<file path="src/rtl/adder_fnd.sv">
// 8-bit unsigned adder shown in decimal on a 4-digit
// multiplexed 7-segment display, with carry on an LED.
module adder_fnd #(
  parameter int CLK_DIV = 100_000
) (
  input  logic       clk,
  input  logic       reset,
  input  logic [7:0] a,
  input  logic [7:0] b,
  output logic [3:0] fnd_com,
  output logic [7:0] fnd_data,
  output logic       led
);

  localparam int CW = (CLK_DIV > 2) ? $clog2(CLK_DIV) : 1;
  localparam logic [CW-1:0] CNT_MAX = CW'(CLK_DIV - 1);

  localparam logic [1:0] DIG_ONES  = 2'd0;
  localparam logic [1:0] DIG_TENS  = 2'd1;
  localparam logic [1:0] DIG_HUND  = 2'd2;
  localparam logic [1:0] DIG_THOU  = 2'd3;

  logic [CW-1:0] cnt;
  logic [1:0]    sel;
  logic          wrap;
  logic [8:0]    sum;
  logic [11:0]   bcd;
  logic [3:0]    digit;
  logic [3:0]    com_nxt;
  logic [7:0]    seg_nxt;

  // Shift-add-3 conversion; 9 input bits fit in 3 BCD digits.
  function automatic logic [11:0] bin2bcd(
    input logic [8:0] bin
  );
    logic [20:0] s;
    s = {12'd0, bin};
    for (int i = 0; i < 9; i++) begin
      for (int d = 0; d < 3; d++) begin
        if (s[9+4*d +: 4] >= 4'd5)
          s[9+4*d +: 4] = s[9+4*d +: 4] + 4'd3;
      end
      s = s << 1;
    end
    return s[20:9];
  endfunction

  function automatic logic [7:0] seg7(
    input logic [3:0] v
  );
    logic [7:0] c;
    case (v)
      4'd0:    c = 8'hC0;
      4'd1:    c = 8'hF9;
      4'd2:    c = 8'hA4;
      4'd3:    c = 8'hB0;
      4'd4:    c = 8'h99;
      4'd5:    c = 8'h92;
      4'd6:    c = 8'h82;
      4'd7:    c = 8'hF8;
      4'd8:    c = 8'h80;
      4'd9:    c = 8'h90;
      default: c = 8'hFF;
    endcase
    return c;
  endfunction

  assign sum  = {1'b0, a} + {1'b0, b};
  assign bcd  = bin2bcd(sum);
  assign wrap = (cnt == CNT_MAX);

  always_comb begin
    digit   = 4'd0;
    com_nxt = 4'b1111;
    case (sel)
      DIG_ONES: begin
        digit   = bcd[3:0];
        com_nxt = 4'b1110;
      end
      DIG_TENS: begin
        digit   = bcd[7:4];
        com_nxt = 4'b1101;
      end
      DIG_HUND: begin
        digit   = bcd[11:8];
        com_nxt = 4'b1011;
      end
      DIG_THOU: begin
        digit   = 4'd0;
        com_nxt = 4'b0111;
      end
      default: begin
        digit   = 4'd0;
        com_nxt = 4'b1111;
      end
    endcase
  end

  assign seg_nxt = seg7(digit);

  always_ff @(posedge clk) begin
    if (reset) begin
      cnt <= '0;
      sel <= DIG_ONES;
    end else begin
      cnt <= wrap ? '0 : cnt + 1'b1;
      if (wrap)
        sel <= sel + 2'd1;
    end
  end

  // Outputs follow the select value held before this edge.
  always_ff @(posedge clk) begin
    if (reset) begin
      fnd_com  <= 4'b1111;
      fnd_data <= 8'hFF;
      led      <= 1'b0;
    end else begin
      fnd_com  <= com_nxt;
      fnd_data <= seg_nxt;
      led      <= sum[8];
    end
  end

endmodule

</file>
<file path="config.mk">
export PLATFORM = sky130hd
export DESIGN_NAME = adder_fnd
export DESIGN_NICKNAME = d
export VERILOG_FILES = /design/src/rtl/adder_fnd.sv
export SDC_FILE = /design/constraint.sdc
export NUM_CORES = 1
export LEC_CHECK = 0
export CELL_PAD_IN_SITES_DETAIL_PLACEMENT = 1
export CELL_PAD_IN_SITES_GLOBAL_PLACEMENT = 1
export CORE_MARGIN = 4
export CORE_UTILIZATION = 43
export CTS_CLUSTER_SIZE = 8
export DETAILED_ROUTE_END_ITERATION = 8
export GPL_ROUTABILITY_DRIVEN = 0
export PLACE_DENSITY_LB_ADDON = 0.15
export REMOVE_ABC_BUFFERS = 1
export SLEW_MARGIN = 5
export SYNTH_ARGS = -nofsm -noshare
export SYNTH_HDL_FRONTEND = slang
export SYNTH_SLANG_ARGS = --single-unit
</file>
<file path="constraint.sdc">
create_clock -name clk -period 12.14 [get_ports clk]
set_input_delay 2.428 -clock clk [delete_from_list [all_inputs] [get_ports clk]]
set_output_delay 2.428 -clock clk [all_outputs]
set_load 0.03 [all_outputs]
</file>
# Yosys cells after proc, flatten, opt, wreduce, memory -nomap -nowiden
# Memory sizes are Yosys's and may differ from the RTL's. A register that Yosys moved wholly into a read port is not among the register bits.
# Cells that the tools add are included.
word_totals:
  regBits: 32
  mem_count: 1
  latchBits: 0
  rom_bits: 112
  ramBits: 0
mem_list:
  columns: ["name", "depth", "width", "read_ports", "rd_ports_with_merged_regs", "write_ports", "line_no", "text"]
  rows:
  - ["(name not given)", 16, 7, 1, 1, 0, "52", "case (v)"]
op_classes:
  n_lt_le_gt_ge: 21
  div: 0
  eq_ne: 4
  n_shift: 0
  addsub: 24
  bitwise: 0
  n_mul: 0
  mux: 23
  reduce_logical: 2
op_table:
  columns: ["operator", "count"]
  rows:
  - ["greater-or-equal comparator 4 x 3 -> 1 bit (second input constant)", 18]
  - ["2-to-1 mux 4 bit", 14]
  - ["adder 4 x 2 -> 4 bit (second input constant)", 13]
  - ["case mux 4 bit (4 select lines)", 2]
  - ["2-to-1 mux 3 bit", 7]
  - ["adder 17 x 1 -> 17 bit (second input constant)", 1]
  - ["equality test 17 bit (second input constant)", 1]
  - ["adder 3 x 2 -> 3 bit (second input constant)", 5]
  - ["adder 8 x 8 -> 9 bit", 1]
  - ["adder 1 x 2 -> 3 bit (second input constant)", 2]
  - ["greater-or-equal comparator 1 x 3 -> 1 bit (second input constant)", 2]
  - ["equality test 2 bit (second input constant)", 2]
  - ["adder 1 x 2 -> 3 bit (both inputs constant)", 1]
  - ["greater-or-equal comparator 1 x 3 -> 1 bit (both inputs constant)", 1]
  - ["adder 2 x 1 -> 2 bit (second input constant)", 1]
  - ["equality test 2 x 1 -> 1 bit (second input constant)", 1]
  - ["logical NOT 2 bit", 1]
  - ["OR reduction 2 bit", 1]

# Depth between registers and ports, before layout
# Gate-level depths: netlist (run 1).
logic_depth:
  ltp_word: 18
  ltp_mapped: 35
  depth_no_buf: 35

# Worst setup path after synthesis (run 1)
# Ideal clock, no wire load.
synth_path:
  kind: "input to register"
  startpoint: "in a[0]"
  endpoint: "reg fnd_data[1]"
  setup_time_ps: 136
  path_buffers: 0
  arrival_time_ps: 9448
  stages: 33
  path_slack_ps: 2556
  path_cell_list: "ha_1 -> fa_1 -> a211o_1 -> a221o_2 -> a32oi_4 -> nor3_1 -> a21oi_1 -> ha_1 -> nand2b_1 -> and4_4 -> o21ai_0 -> nand2_1 -> ha_1 -> nor2b_1 -> nor2_1 -> a32o_1 -> or2_2 -> ha_1 -> nor2b_1 -> o32ai_2 -> o2111a_1 -> inv_1 -> ha_1 -> nand2b_1 -> a211oi_1 -> nor3_1 -> or4b_1 -> o211ai_1 -> nor2_1 -> ha_1 -> inv_1 -> a21oi_1 -> o21ai_0"
synth_via:
  elab_chain_cells: 18
synth_lines:
  columns: ["element", "line_no", "text"]
  rows:
  - ["start: declaration", "8", "input logic [7:0] a,"]
  - ["adder 8 x 8 -> 9 bit (*)", "68", "assign sum = {1'b0, a} + {1'b0, b};"]
  - ["greater-or-equal comparator 1 x 3 -> 1 bit / adder 1 x 2 -> 3 bit (equally long branches)", "40, 41", null]
  - ["2-to-1 mux 4 bit", "40", "if (s[9+4*d +: 4] >= 4'd5)"]
  - ["adder 4 x 2 -> 4 bit / greater-or-equal comparator 4 x 3 -> 1 bit (equally long branches)", "41, 40", null]
  - ["2-to-1 mux 4 bit", "40", null]
  - ["adder 4 x 2 -> 4 bit / greater-or-equal comparator 4 x 3 -> 1 bit (equally long branches)", "41, 40", null]
  - ["2-to-1 mux 4 bit", "40", null]
  - ["adder 4 x 2 -> 4 bit (tied with other cells)", "41", "s[9+4*d +: 4] = s[9+4*d +: 4] + 4'd3;"]
  - ["[2 not listed]", null, null]
  - ["2-to-1 mux 4 bit / 2-to-1 mux 3 bit (equally long branches)", "40", null]
  - ["adder 4 x 2 -> 4 bit (tied with other cells)", "41", null]
  - ["2-to-1 mux 4 bit / 2-to-1 mux 3 bit (equally long branches)", "40", null]
  - ["adder 4 x 2 -> 4 bit (tied with other cells)", "41", null]
  - ["2-to-1 mux 4 bit / 2-to-1 mux 3 bit (equally long branches)", "40", null]
  - ["adder 4 x 2 -> 4 bit (tied with other cells)", "41", null]
  - ["2-to-1 mux 4 bit / 2-to-1 mux 3 bit (equally long branches)", "40", null]
  - ["case mux 4 bit (4 select lines) (*)", "75", "case (sel)"]
  - ["end: declaration", "11", "output logic [7:0] fnd_data,"]
# Mark *: on every way between the ends. The rest lies on a longest branch, timed or not.
# A chain may end at the register's enable or synchronous reset.

# Worst setup path in the final report (run 1)
# Ends and elaborated chain as after synthesis.

==> results of run 1 <==
==> stage by stage <==
step | cells | area, sq um | power (mW)
floorplan | 369 | 2990 | 0.7163
global placement | 494 | 3401 | 0.8638
detailed placement | 494 | 3401 | 0.8797
CTS | 502 | 3518 | 0.9904
global route | 502 | 3518 | 1.086
finish | 502 | 3518 | 0.9903
==> placed cells by master, fill, tap and decap left out, types with 4 or more instances in the layout <==
cell / Yosys / routed
o21ai_0: 9 / 9
or3_1: 5 / 5
nand3_1: 13 / 13
nand2b_1: 7 / 7
or4_1: 4 / 4
dfxtp_1: 31 / 31
nor3_1: 6 / 6
inv_1: 21 / 21
nor2b_1: 4 / 4
nor4_1: 5 / 5
ha_1: 29 / 29
nand4_1: 9 / 9
mux2i_1: 7 / 7
a211oi_1: 5 / 5
clkdlybuf4s50_1: 0 / 29
o21a_1: 5 / 5
xnor2_1: 12 / 12
a32o_1: 4 / 4
o21ai_1: 4 / 4
o211ai_1: 8 / 8
nor2_1: 37 / 37
clkbuf_8: 0 / 6
a21o_1: 6 / 6
xor2_1: 11 / 11
a21oi_1: 21 / 21
nand2_1: 37 / 37
mux2_2: 4 / 4
==> path summary, 6_finish.rpt <==
path / startpoint / to / cells past startpoint
max: a[0] / fnd_data[1] / 33
min: cnt[0] / cnt[0] / 1
max reg2reg: sel[0] / fnd_data[1] / 11
min reg2reg: cnt[0] / cnt[0] / 1
==> where the power goes <==
| group | switching (mW) | leakage (nW) | internal [mW] |
|---|---|---|---|
| Sequential | 0.00334 | 0.253 | 0.115 |
| Combinational | 0.454 | 1.08 | 0.311 |
| Clock | 0.0406 | 0.0612 | 0.0664 |
| Total | 0.498 | 1.39 | 0.492 |
==> cells by family (layout without fill, tap and decap cells) <==
family	after synthesis	count (layout)	synth area share
adder cells (fa/ha/maj)	30	30	0.1263
flip-flops	31	31	0.2048
XOR/XNOR	23	23	0.06647
buffers and inverters	29	59	0.04046
AO/OA/AOI/OAI	107	107	0.2775
AND/OR/NAND/NOR	143	143	0.2403
multiplexers	12	12	0.04294
other	1	1	0.001237
==> worst max-delay path, delay by kind of cell <==
kind                       cells  cell delay (ns)
AOI/OAI and AO/OA             11             2.98
xor gates and xnor gates       1             0.31
adders and majority gates      7             2.15
buffers and inverters          3             0.56
and+or+nand+nor               11             2.42
==> routing by layer <==
metal | up-vias | global-route usage | share of wire
met5 | - | 0 | 0
met4 | 0 | 0.03837 | 0.0093
met3 | 8 | 0.03199 | 0.026
met2 | 35 | 0.3358 | 0.47
met1 | 1423 | 0.2684 | 0.49
li1 | 1458 | - | -
==> state kept, by name, indices dropped and copies added, names as in the netlist <==
name and flops:
cnt 17, fnd_com 4, sel 2, led 1, fnd_data 7
==> final cells by class <==
type                            count  area [sq um]
Fill cell                         861          3313
Clock buffer                        6         82.58
Sequential cell                    31         620.6
Inverter                           22         82.58
Multi-Input combinational cell    316          2287
Timing Repair Buffer               29         290.3
Clock inverter                      2         35.03
Tap cell                           96         120.1
==> out/results.tsv, run 1 <==
metric	value	unit
status	finished, final reports clean	
routed_via_density	5.825	
drt-wirelength-per-cell	15.90	microns
seq_area_frac_synth	0.2048	
syn-cell-area	3030	sq um
worstPathArrival	10.84	ns
diodes	0	
insertion_delay	0.29	ns
ant_nets	0	
critical_path.max_fanout	8	
max_freq	93.62	MHz
grt_pass1_vias	2957	
postSynthAreaPerCell	8.060	sq um
die_area	8455	sq um
synth_top_cell_area_share	0.2048	
cp.required	12.30	ns
cp-end-kind	register	
hold_viol	0	
relSlewSlack	0.5399	
vdd_drop_max	196.1	uV
synth_cell_types	74	
fp.dieW	91.95	microns
grt_max_degree	15	
start_util	0.4436	
post_cts_buffers	0	
wirelength	7.982	mm
r2r_setup_slack	9.54	ns
finalCritPeriodShare	0.8798	
cts-root-buf	clkbuf_8	
period_minus_slack	10.68	ns
utilization	0.5150	
cts_tree	yes	
drive_gt1_frac	0.07389	
grt_pass1_wl	14.04	mm
cts_buffer_depth	2	
worstSetupPathType	primary input to register	
finalSetupViolCount	0	
dr.pass1.iters	4	
synthTopCellsByArea	dfxtp_1 20%, ha_1 12%, nand2_1 4.6%	
nNetsFinal	453	
yosysTopAreaCell	dfxtp_1	
cp-start-kind	primary input	
ys_ff_latch	31	
synth_edf_count	0	
p_leak	1.389	nW
slew_viol_final	0	
synthCells	376	
grt-ovfl-total	0	
min_path_type	register to register	
drc_errors	0	
dp_slack	1.263	ns
ys.warnings.count	0	
rows	30	
grt_antenna_before_repair	0	
drt-initial-drc-count	133	
rsz0062_at_grt	false	
tightestPinTransition	0.6901	ns
io_buffers	29	
die_h	91.95	microns
p_per_area	281.5	nW/um^2
cts.sinks	31	
synthToLayoutAreaGrowth	16.10	%
path_clk_slew	0.06	ns
post-dp-hpwl	6.269	mm
skew	0.002347	ns
setup_slack	1.459	ns
numCtsBuffers	5	
grt_use_total	0.1989	
tns	0	ns
cp_common_cell	ha_1	
holdWs	0.4689	ns
htree_num_levels	2	
maxCapViolations	0	
synth_common_cells	37 x nand2_1, 37 x nor2_1, 31 x dfxtp_1	
critical-path-max-stage-delay	0.54	ns
synthFlopType	dfxtp_1	
pin_count	31	
core_area	6832	sq um
cts_resized	0	
synthArstFlopShare	0	
route.vias.total	2924	
crit_path_top_delay_cell	a211oi_1	
holdBufCountCts	0	
Note: power is estimated with default switching activity, not from simulation.
==> run 2: changes to the inputs <==
Settings changed: SKIP_CTS_REPAIR_TIMING set to 1, TNS_END_PERCENT set to 30.
==> results of run 2 <==
Final layout, timing and power as in run 1 (identical DEF).
